$ cat src/rtl/inference_if.sv
// Bus between the inference core, its weight/bias/pixel memories and the
// loader/display logic around it.
interface inference_if;
    // Memories are synchronous: *_data is valid the cycle after *_addr.
    // start_inference is a level request sampled only while busy is low;
    // inference_done is a one-cycle pulse with predicted_digit already valid.
    logic [12:0] weight_addr;
    logic [7:0]  weight_data;
    logic [3:0]  bias_addr;
    logic [31:0] bias_data;
    logic        weights_ready;
    logic        start_inference;
    logic [7:0]  input_pixel;
    logic [9:0]  input_addr;
    logic [3:0]  predicted_digit;
    logic        inference_done;
    logic        busy;
    logic [2:0]  dbg_state;

    modport master (
        output weight_addr, bias_addr, input_addr,
        output predicted_digit, inference_done, busy, dbg_state,
        input  weight_data, bias_data, input_pixel,
        input  weights_ready, start_inference
    );

    modport slave (
        input  weight_addr, bias_addr, input_addr,
        input  predicted_digit, inference_done, busy, dbg_state,
        output weight_data, bias_data, input_pixel,
        output weights_ready, start_inference
    );
endinterface

$ cat src/rtl/inference.sv
// Sequential argmax classifier: for each of 10 classes, accumulates
// sum(w*x) over 784 pixels, adds the class bias and keeps the best score.
module inference #(
    parameter int NUM_INPUTS  = 784,
    parameter int NUM_CLASSES = 10
) (
    input  logic        clk,
    input  logic        rst,
    inference_if.master bus
);

    typedef enum logic [2:0] {
        IDLE       = 3'd0,
        LOAD_BIAS  = 3'd1,
        COMPUTE    = 3'd2,
        ADD_BIAS   = 3'd3,
        COMPARE    = 3'd4,
        NEXT_CLASS = 3'd5,
        DONE       = 3'd6
    } state_t;

    state_t             state;
    logic signed [31:0] accumulator;
    logic signed [31:0] score;
    logic signed [31:0] max_score;
    logic [3:0]         current_class;
    logic [3:0]         max_class;
    logic [9:0]         current_pixel;

    logic               r_valid_d;
    logic [12:0]        r_weight_addr;
    logic [3:0]         r_bias_addr;
    logic [9:0]         r_input_addr;
    logic [3:0]         r_predicted;
    logic               r_done;
    logic               r_busy;

    logic signed [16:0] w_weight_ext;
    logic signed [16:0] w_pixel_ext;
    logic signed [16:0] w_product;
    logic signed [31:0] w_product_ext;
    logic [12:0]        w_class_base;
    logic               w_last_class;
    logic               w_addr_in_range;
    logic               w_addr_last;

    // Signed weight times zero-extended pixel; the true product fits in 17 bits.
    assign w_weight_ext    = {{9{bus.weight_data[7]}}, bus.weight_data};
    assign w_pixel_ext     = {9'd0, bus.input_pixel};
    assign w_product       = w_weight_ext * w_pixel_ext;
    assign w_product_ext   = {{15{w_product[16]}}, w_product};

    assign w_class_base    = {9'd0, current_class} * 13'd784;
    assign w_last_class    = (current_class == 4'(NUM_CLASSES - 1));
    assign w_addr_in_range = (current_pixel < 10'(NUM_INPUTS));
    assign w_addr_last     = (current_pixel == 10'(NUM_INPUTS - 1));

    always_ff @(posedge clk or negedge rst) begin
        if (!rst) begin
            state         <= IDLE;
            accumulator   <= '0;
            score         <= '0;
            max_score     <= '0;
            current_class <= '0;
            max_class     <= '0;
            current_pixel <= '0;
            r_valid_d     <= 1'b0;
            r_weight_addr <= '0;
            r_bias_addr   <= '0;
            r_input_addr  <= '0;
            r_predicted   <= '0;
            r_done        <= 1'b0;
            r_busy        <= 1'b0;
        end else begin
            r_done <= 1'b0;
            case (state)
                IDLE: begin
                    r_weight_addr <= '0;
                    r_input_addr  <= '0;
                    r_bias_addr   <= '0;
                    if (bus.start_inference && bus.weights_ready) begin
                        state         <= LOAD_BIAS;
                        current_class <= '0;
                        r_bias_addr   <= '0;
                        r_busy        <= 1'b1;
                    end
                end

                LOAD_BIAS: begin
                    accumulator   <= '0;
                    current_pixel <= '0;
                    r_valid_d     <= 1'b0;
                    r_weight_addr <= w_class_base;
                    r_input_addr  <= '0;
                    state         <= COMPUTE;
                end

                // Addresses lead the data by one cycle; r_valid_d marks the
                // cycles where the memories return a real operand pair.
                COMPUTE: begin
                    r_valid_d <= w_addr_in_range;
                    if (r_valid_d) begin
                        accumulator <= accumulator + w_product_ext;
                    end
                    if (w_addr_in_range && !w_addr_last) begin
                        r_weight_addr <= r_weight_addr + 13'd1;
                        r_input_addr  <= r_input_addr + 10'd1;
                    end else begin
                        r_weight_addr <= '0;
                        r_input_addr  <= '0;
                    end
                    if (current_pixel == 10'(NUM_INPUTS)) begin
                        state <= ADD_BIAS;
                    end else begin
                        current_pixel <= current_pixel + 10'd1;
                    end
                end

                ADD_BIAS: begin
                    score <= accumulator + $signed(bus.bias_data);
                    state <= COMPARE;
                end

                COMPARE: begin
                    if ((current_class == 4'd0) || (score > max_score)) begin
                        max_score <= score;
                        max_class <= current_class;
                    end
                    state <= NEXT_CLASS;
                end

                NEXT_CLASS: begin
                    if (w_last_class) begin
                        r_predicted <= max_class;
                        r_done      <= 1'b1;
                        r_bias_addr <= '0;
                        state       <= DONE;
                    end else begin
                        current_class <= current_class + 4'd1;
                        r_bias_addr   <= current_class + 4'd1;
                        state         <= LOAD_BIAS;
                    end
                end

                DONE: begin
                    r_busy <= 1'b0;
                    state  <= IDLE;
                end

                default: begin
                    r_busy <= 1'b0;
                    state  <= IDLE;
                end
            endcase
        end
    end

    assign bus.weight_addr     = r_weight_addr;
    assign bus.bias_addr       = r_bias_addr;
    assign bus.input_addr      = r_input_addr;
    assign bus.predicted_digit = r_predicted;
    assign bus.inference_done  = r_done;
    assign bus.busy            = r_busy;
    assign bus.dbg_state       = state;

endmodule

$ cat src/flat_wrapper.sv
// flat-port wrapper written by rule: the top's interface ports become plain ports
module inference_flat 
#(
    parameter int NUM_INPUTS  = 784,
    parameter int NUM_CLASSES = 10
)
  (clk, rst, bus_weight_addr, bus_bias_addr, bus_input_addr, bus_predicted_digit, bus_inference_done, bus_busy, bus_dbg_state, bus_weight_data, bus_bias_data, bus_input_pixel, bus_weights_ready, bus_start_inference);
  inference_if bus_i ();
  input  logic clk;
  input  logic rst;
  output wire logic [$bits(bus_i.weight_addr)-1:0] bus_weight_addr;
  output wire logic [$bits(bus_i.bias_addr)-1:0] bus_bias_addr;
  output wire logic [$bits(bus_i.input_addr)-1:0] bus_input_addr;
  output wire logic [$bits(bus_i.predicted_digit)-1:0] bus_predicted_digit;
  output wire logic [$bits(bus_i.inference_done)-1:0] bus_inference_done;
  output wire logic [$bits(bus_i.busy)-1:0] bus_busy;
  output wire logic [$bits(bus_i.dbg_state)-1:0] bus_dbg_state;
  input wire logic [$bits(bus_i.weight_data)-1:0] bus_weight_data;
  input wire logic [$bits(bus_i.bias_data)-1:0] bus_bias_data;
  input wire logic [$bits(bus_i.input_pixel)-1:0] bus_input_pixel;
  input wire logic [$bits(bus_i.weights_ready)-1:0] bus_weights_ready;
  input wire logic [$bits(bus_i.start_inference)-1:0] bus_start_inference;
  assign bus_weight_addr = bus_i.weight_addr;
  assign bus_bias_addr = bus_i.bias_addr;
  assign bus_input_addr = bus_i.input_addr;
  assign bus_predicted_digit = bus_i.predicted_digit;
  assign bus_inference_done = bus_i.inference_done;
  assign bus_busy = bus_i.busy;
  assign bus_dbg_state = bus_i.dbg_state;
  assign bus_i.weight_data = bus_weight_data;
  assign bus_i.bias_data = bus_bias_data;
  assign bus_i.input_pixel = bus_input_pixel;
  assign bus_i.weights_ready = bus_weights_ready;
  assign bus_i.start_inference = bus_start_inference;
  inference #(.NUM_INPUTS(NUM_INPUTS), .NUM_CLASSES(NUM_CLASSES)) u_core (.clk(clk), .rst(rst), .bus(bus_i));
endmodule
$ cat config.mk
export PLATFORM = sky130hd
export DESIGN_NAME = inference_flat
export DESIGN_NICKNAME = d
export VERILOG_FILES = /design/src/rtl/inference_if.sv /design/src/rtl/inference.sv /design/src/flat_wrapper.sv
export SDC_FILE = /design/constraint.sdc
export NUM_CORES = 1
export LEC_CHECK = 0
export ABC_AREA = 1
export BUFFER_PORTS_ARGS = -buffer_cell sky130_fd_sc_hd__buf_2
export CORE_UTILIZATION = 57
export CTS_BUF_LIST = sky130_fd_sc_hd__clkbuf_16
export DETAILED_ROUTE_END_ITERATION = 10
export PLACE_DENSITY = 0.79
export SETUP_SLACK_MARGIN = 0.2
export SLEW_MARGIN = 20
export SYNTH_ARGS = -nofsm -noshare
export SYNTH_HDL_FRONTEND = slang
export SYNTH_SLANG_ARGS = --single-unit
$ cat constraint.sdc
create_clock -name clk -period 4.55 [get_ports clk]
set_clock_uncertainty 0.1 [all_clocks]
set_input_delay 0.455 -clock clk [delete_from_list [all_inputs] [get_ports clk]]
set_output_delay 0.455 -clock clk [all_outputs]
set_load 0.05 [all_outputs]
# Word-level counts from Yosys, hierarchy flattened
# Cells that the tools add are included.
# word_totals
ff_bits	151
inputBits	52
out_inout_bits	36
elab_cells	79
# op_classes
add_sub_neg	6
n_mul	2
n_lt_le_gt_ge	2
n_eq_ne	13
mux	22
bitwise	1
reduce_logical	19
# ops
operator	count
32-bit case mux with 2 select lines	1
10-bit case mux with 2 select lines	2
13-bit case mux with 3 select lines	1
32-bit by 17-bit adder with 32-bit output	1
32-bit adder	1
32-bit greater-than comparator	1
32-bit 2-to-1 mux	1
10-bit by 1-bit adder with 10-bit output, second input constant	2
10-bit == test, second input constant	2
10-bit 2-to-1 mux	2
3-bit case mux with 6 select lines	1
8-bit by 9-bit multiplier with 17-bit output	1
4-bit case mux with 2 select lines	2
13-bit by 1-bit adder with 13-bit output, second input constant	1
13-bit 2-to-1 mux	1
4-bit 2-to-1 mux	3
2-bit AND reduction	6
10-bit < comparator, second input constant	1
4-bit by 6-bit multiplier with 9-bit output, second input constant	1
3-bit 2-to-1 mux	3
3-bit by 2-bit == test with 1-bit output, second input constant	2
3-bit == test, second input constant	2
2-bit by 1-bit != test with 1-bit output, second input constant	3
2-bit nonzero test	3
other kinds (16)	21

# Logic depth before layout (Yosys ltp)
# depth
word_depth	5
ltp_mapped	23
mapped_depth_nobuf	22

# Worst setup path after synthesis
# Ideal clock, no wire load.
# synth_timing
kind	input port to flip-flop
startpoint	input port bus_weight_data[7]
endpoint	register u_core.accumulator[24]
setup_time_ps	76
arrival_time_ps	4893
required_time_ps	4374
setup_slack_ps	-519
stages	20
path_buffers	0
cell_sequence	clkinv_1 > or2_2 > fa_1 > fa_1 > inv_1 > fa_1 > fa_1 > fa_1 > ha_1 > a21oi_1 > nand2_1 > a21boi_1 > o21bai_1 > nand2_1 > nand2_1 > nand2_1 > nand2_1 > nand2_1 > nand2_1 > o21ai_1
# synth_between
elab_chain_cells	4
# synth_rtl
element	line_no	text
start: declaration	flat_wrapper.sv:18	input wire logic [$bits(bus_i.weight_data)-1:0] bus_weight_data;
8-bit by 9-bit multiplier with 17-bit output	inference.sv:50	assign w_product = w_weight_ext * w_pixel_ext;
32-bit by 17-bit adder with 32-bit output	inference.sv:103	accumulator <= accumulator + w_product_ext;
32-bit 2-to-1 mux	inference.sv:102	if (r_valid_d) begin
32-bit case mux with 2 select lines	inference.sv:76	case (state)
end signal: assignment	inference.sv:103	
end: declaration	inference.sv:23	logic signed [31:0] accumulator;
# No other way between the ends. The select of a mux whose other input is x is not followed.
# A chain may end at the register's enable or synchronous reset.

# Worst setup path after layout
# layout_timing
startpoint	register u_core.accumulator[6]
endpoint	register u_core.accumulator[27]
# layout_between
elab_chain_cells	3
# layout_rtl
element	line_no
32-bit by 17-bit adder with 32-bit output	inference.sv:103
32-bit 2-to-1 mux	inference.sv:102
32-bit case mux with 2 select lines	inference.sv:76
# No other way between the ends. The select of a mux whose other input is x is not followed.

==> qor.tcl <==
set qor(net-switching-power_mw) 5.76
set qor(core-area_mm2) 0.0228
set qor(final_nets) 2165
set qor(drc) 0
set qor(timing.hold.worst.class) {input port to flip-flop}
set qor(post_synth_main_area_contributors) {sky130_fd_sc_hd__dfrtp_1 28%, sky130_fd_sc_hd__ha_1 17%, sky130_fd_sc_hd__nand2_1 13%}
set qor(post-synth-top-count-cell) {sky130_fd_sc_hd__nand2_1}
set qor(layout.cell_area.non_filler_mm2) 0.0156
set qor(worst_setup_path_start_kind) {flip-flop}
set qor(intPower_mw) 5.74
set qor(postSynthAreaPerCell_um2) 7.65
set qor(dpl-instance-area_mm2) 0.0145
set qor(drt.antenna.violating_nets) 0
set qor(yosysWarningCount) 0
set qor(port-buffer-count) 87
set qor(grt_max_degree) 87
set qor(initial_core_util_pct) 58.6
set qor(setup-violations-final) 0
set qor(routed_wl_um) 34000
set qor(timing.max_cap.violations) 0
set qor(final_cells) 2206
set qor(clock_insertion_delay_worst_skew_ns) 0.44
set qor(sequential_element_share_of_the_synthesized_area_pct) 28.3
set qor(cp_cell_sequence) {inv_2, fa_1, inv_2, fa_1, inv_1, fa_1, inv_1, fa_2, fa_2, ha_4, nand2_4, nor2_4, a21oi_2, o21ai_2, nand2_1, nand2_2, nand2_1, nand2_1, nand2_1, nand3_1, nand2_1}
set qor(yosys_most_used_dff) {sky130_fd_sc_hd__dfrtp_1}
set qor(drt_iter0_markers) 916
set qor(final-seq-area_mm2) 0.00378
set qor(synthesized_netlist_net_count) 2032
set qor(power_switching_share_pct) 50.1
set qor(layout_overhead_on_the_synthesized_area_pct) 16.6
set qor(yosysTopAreaCellShare_pct) 28.3
set qor(drive_gt1_share_pct) 15.5
set qor(power.share.sequential_pct) 19.6
set qor(leakagePower_nw) 8.33
set qor(power_density_mw_per_mm2) 739
set qor(cts_buffer_count) 17
set qor(crit_path_max_incr_delay_ns) 0.50
set qor(n_fill_cell) 1887
set qor(initial_antenna_violation_count) 3
set qor(worst_ep_required_time_ns) 4.79
set qor(number_of_global_route_vias_before_repair) 11800
set qor(routed_wire_length_per_instance_um) 15.4
set qor(detailed_place_hpwl_um) 26000
set qor(grt_pass1_wl_um) 55700
set qor(totalPowerFinal_mw) 11.5
set qor(synth_common_cells) {471 x sky130_fd_sc_hd__nand2_1, 233 x sky130_fd_sc_hd__inv_1, 184 x sky130_fd_sc_hd__ha_1, 151 x sky130_fd_sc_hd__dfrtp_1, 123 x sky130_fd_sc_hd__nor2_1}
set qor(detail_route.vias_per_cell) 5.54
set qor(synthCells) 1744
set qor(vias) 12200
set qor(fmax_mhz) 227
set qor(crit_path_top_delay_cell) {sky130_fd_sc_hd__fa_1}
set qor(fin_setup_tns_ns) 0
set qor(dpl.cell_count) 2157
set qor(multi_input_area_mm2) 0.00888
set qor(irDropWorstVdd_v) 0.000681
set qor(timing.critical_path.to_type) {flip-flop}
set qor(pwr-share-comb_pct) 67.9
set qor(top_level_i_o_count) 88
set qor(finalMaxSlewViolations) 0
set qor(row_count) 55
set qor(detailedRoute.firstPassIterationCount) 5
set qor(design.die.area_mm2) 0.0240
set qor(die-width_um) 155
set qor(setup.worst_path.class) {flip-flop to flip-flop}
set qor(die_h_um) 155
set qor(worst_slew_pin_slew_ns) 0.782
set qor(crit_path_frequent_cell) {sky130_fd_sc_hd__nand2_1}
set qor(unrepaired_setup_endpoints_after_global_routing) {true}
set qor(cts_sinks) 151
set qor(grt.overflow.total) 0
set qor(cts-root-to-sink-buffers) 2
set qor(globalplace.congestion) 0.948
set qor(tritoncts) {built}
set qor(syn_area_mm2) 0.0133
set qor(share_clk_of_total_power_pct) 12.5
set qor(timing.max_slew.rel_slack_pct) 47.8
set qor(critical_path_peak_fanout) 6
set qor(postSynthRegisterBits) 151
set qor(hold_violations) 0
set qor(netlist.top_cell.by_area) {sky130_fd_sc_hd__dfrtp_1}
set qor(post-route-min-period_ns) 4.41
set qor(level_count_of_the_clock_h_tree) 4
set qor(status) {finished clean}
set qor(worstPathArrival_ns) 4.65
set qor(cts_root_buffer) {sky130_fd_sc_hd__clkbuf_16}
set qor(synth_async_sr_flop_share_pct) 100
set qor(grtUsageTotal_pct) 28.9
set qor(yosysUniqueCellTypes) 50
set qor(clkTransAtPathRegs_ns) 0.08
set qor(fin_crit_sh_pct) 97.0
set qor(synth_enable_flop_cells) 0
per-stage QoR:
step / worst slack [ns] / hold WS (ns) / utilization, %
finish: 0.138 / 0.208 / 68.3
global route: -0.00824 / 0.223 / 68.3
CTS: 0.154 / 0.196 / 66.8
detailed placement: -0.403 / 0.358 / 63.6
global placement: -0.275 / 0.353 / 63.6
floorplan: -0.0535 / 0.0594 / -
logic make-up after synthesis:
family                     synth area share, %
adders and majority gates                 25.0
and+or+nand+nor                           24.1
xor gates and xnor gates                  2.62
AOI/OAI and AO/OA                         11.5
buffers and inverters                     8.35
DFF                                       28.3
final timing paths:
check                                      start                        to  slack (ns)  cells after the start
min in group asynchronous                    rst  u_core.bus.input_addr[9]        0.53                      2
max                        u_core.accumulator[6]    u_core.accumulator[27]        0.14                     21
max reg2reg                u_core.accumulator[6]    u_core.accumulator[27]        0.14                     21
min                            bus_weights_ready           u_core.bus.busy        0.21                      2
max in group asynchronous                    rst     u_core.accumulator[8]        2.81                      3
min reg2reg                  u_core.max_score[4]       u_core.max_score[4]        0.37                      2
state kept, by name (all words and copies together), names as in the netlist, 3 cells and up:
signal / flops
u_core.bus.dbg_state: 3
u_core.bus.input_addr: 10
u_core.current_pixel: 10
u_core.max_class: 4
u_core.bus.weight_addr: 13
u_core.accumulator: 32
u_core.max_score: 32
u_core.current_class: 4
u_core.bus.predicted_digit: 4
u_core.bus.bias_addr: 4
u_core.score: 32
cells in the final DEF, fill, tap and decap left out, drive strengths merged, types with 3 or more instances in the layout:
cell,Yosys,final
a211oi,3,3
a21boi,8,8
a21o,9,9
a21oi,97,97
a31oi,16,16
buf,13,151
clkbuf,25,17
clkinv,2,8
dfrtp,151,151
diode,0,3
fa,52,52
ha,184,184
inv,245,254
nand2,475,475
nand3,100,100
nand3b,9,9
nand4,13,13
nor2,130,130
nor3,24,24
nor4,4,4
o211ai,7,7
o21a,3,3
o21ai,95,95
o21bai,6,6
o22ai,8,8
o31ai,7,7
or2,7,7
xnor2,21,21
xor2,19,19
metal layers:
| metal | track usage (%) | vias to the layer above | part of all wire (%) |
|---|---|---|---|
| met1 | 38.4 | 5807 | 44 |
| li1 | - | 5976 | - |
| met5 | 0 | - | 0 |
| met2 | 48.0 | 366 | 49 |
| met3 | 4.21 | 63 | 5.1 |
| met4 | 10.5 | 0 | 2.5 |
layout make-up:
| class | count | area share [%] |
|---|---|---|
| Tap cell | 313 | 2.52 |
| Multi-Input combinational cell | 1308 | 57.1 |
| Clock buffer | 17 | 2.73 |
| Timing Repair Buffer | 152 | 6.20 |
| Antenna cell | 3 | 0.0482 |
| Clock inverter | 15 | 1.12 |
| Sequential cell | 151 | 24.3 |
| Inverter | 247 | 6.01 |
critical path: cells and delay by family, from the launching register on:
family          cells  cell delay, ns
compound gates      2            0.26
flops               1            0.38
fa+ha+maj           6            2.62
simple gates        9            0.72
buf+inv             4            0.22
power groups by stage:
stage	sequential (mW)	combinational [mW]	clock, mW
detailed placement	2.26	6.64	0
finish	2.25	7.80	1.44
floorplan	2.28	4.73	0
global placement	2.24	6.45	0
global route	2.31	8.63	1.51
CTS	2.24	6.92	1.45
repair_timing:
action / in CTS / in global routing
pin swaps: 23 / 34
setup buffers: 5 / 8
hold endpoints to repair: 2 / 0
endpoints found under the setup margin: 22 / 20
hold buffers: 1 / 0
gates resized for setup: 24 / 61
No activity file was read; power rests on OpenSTA's default activity.
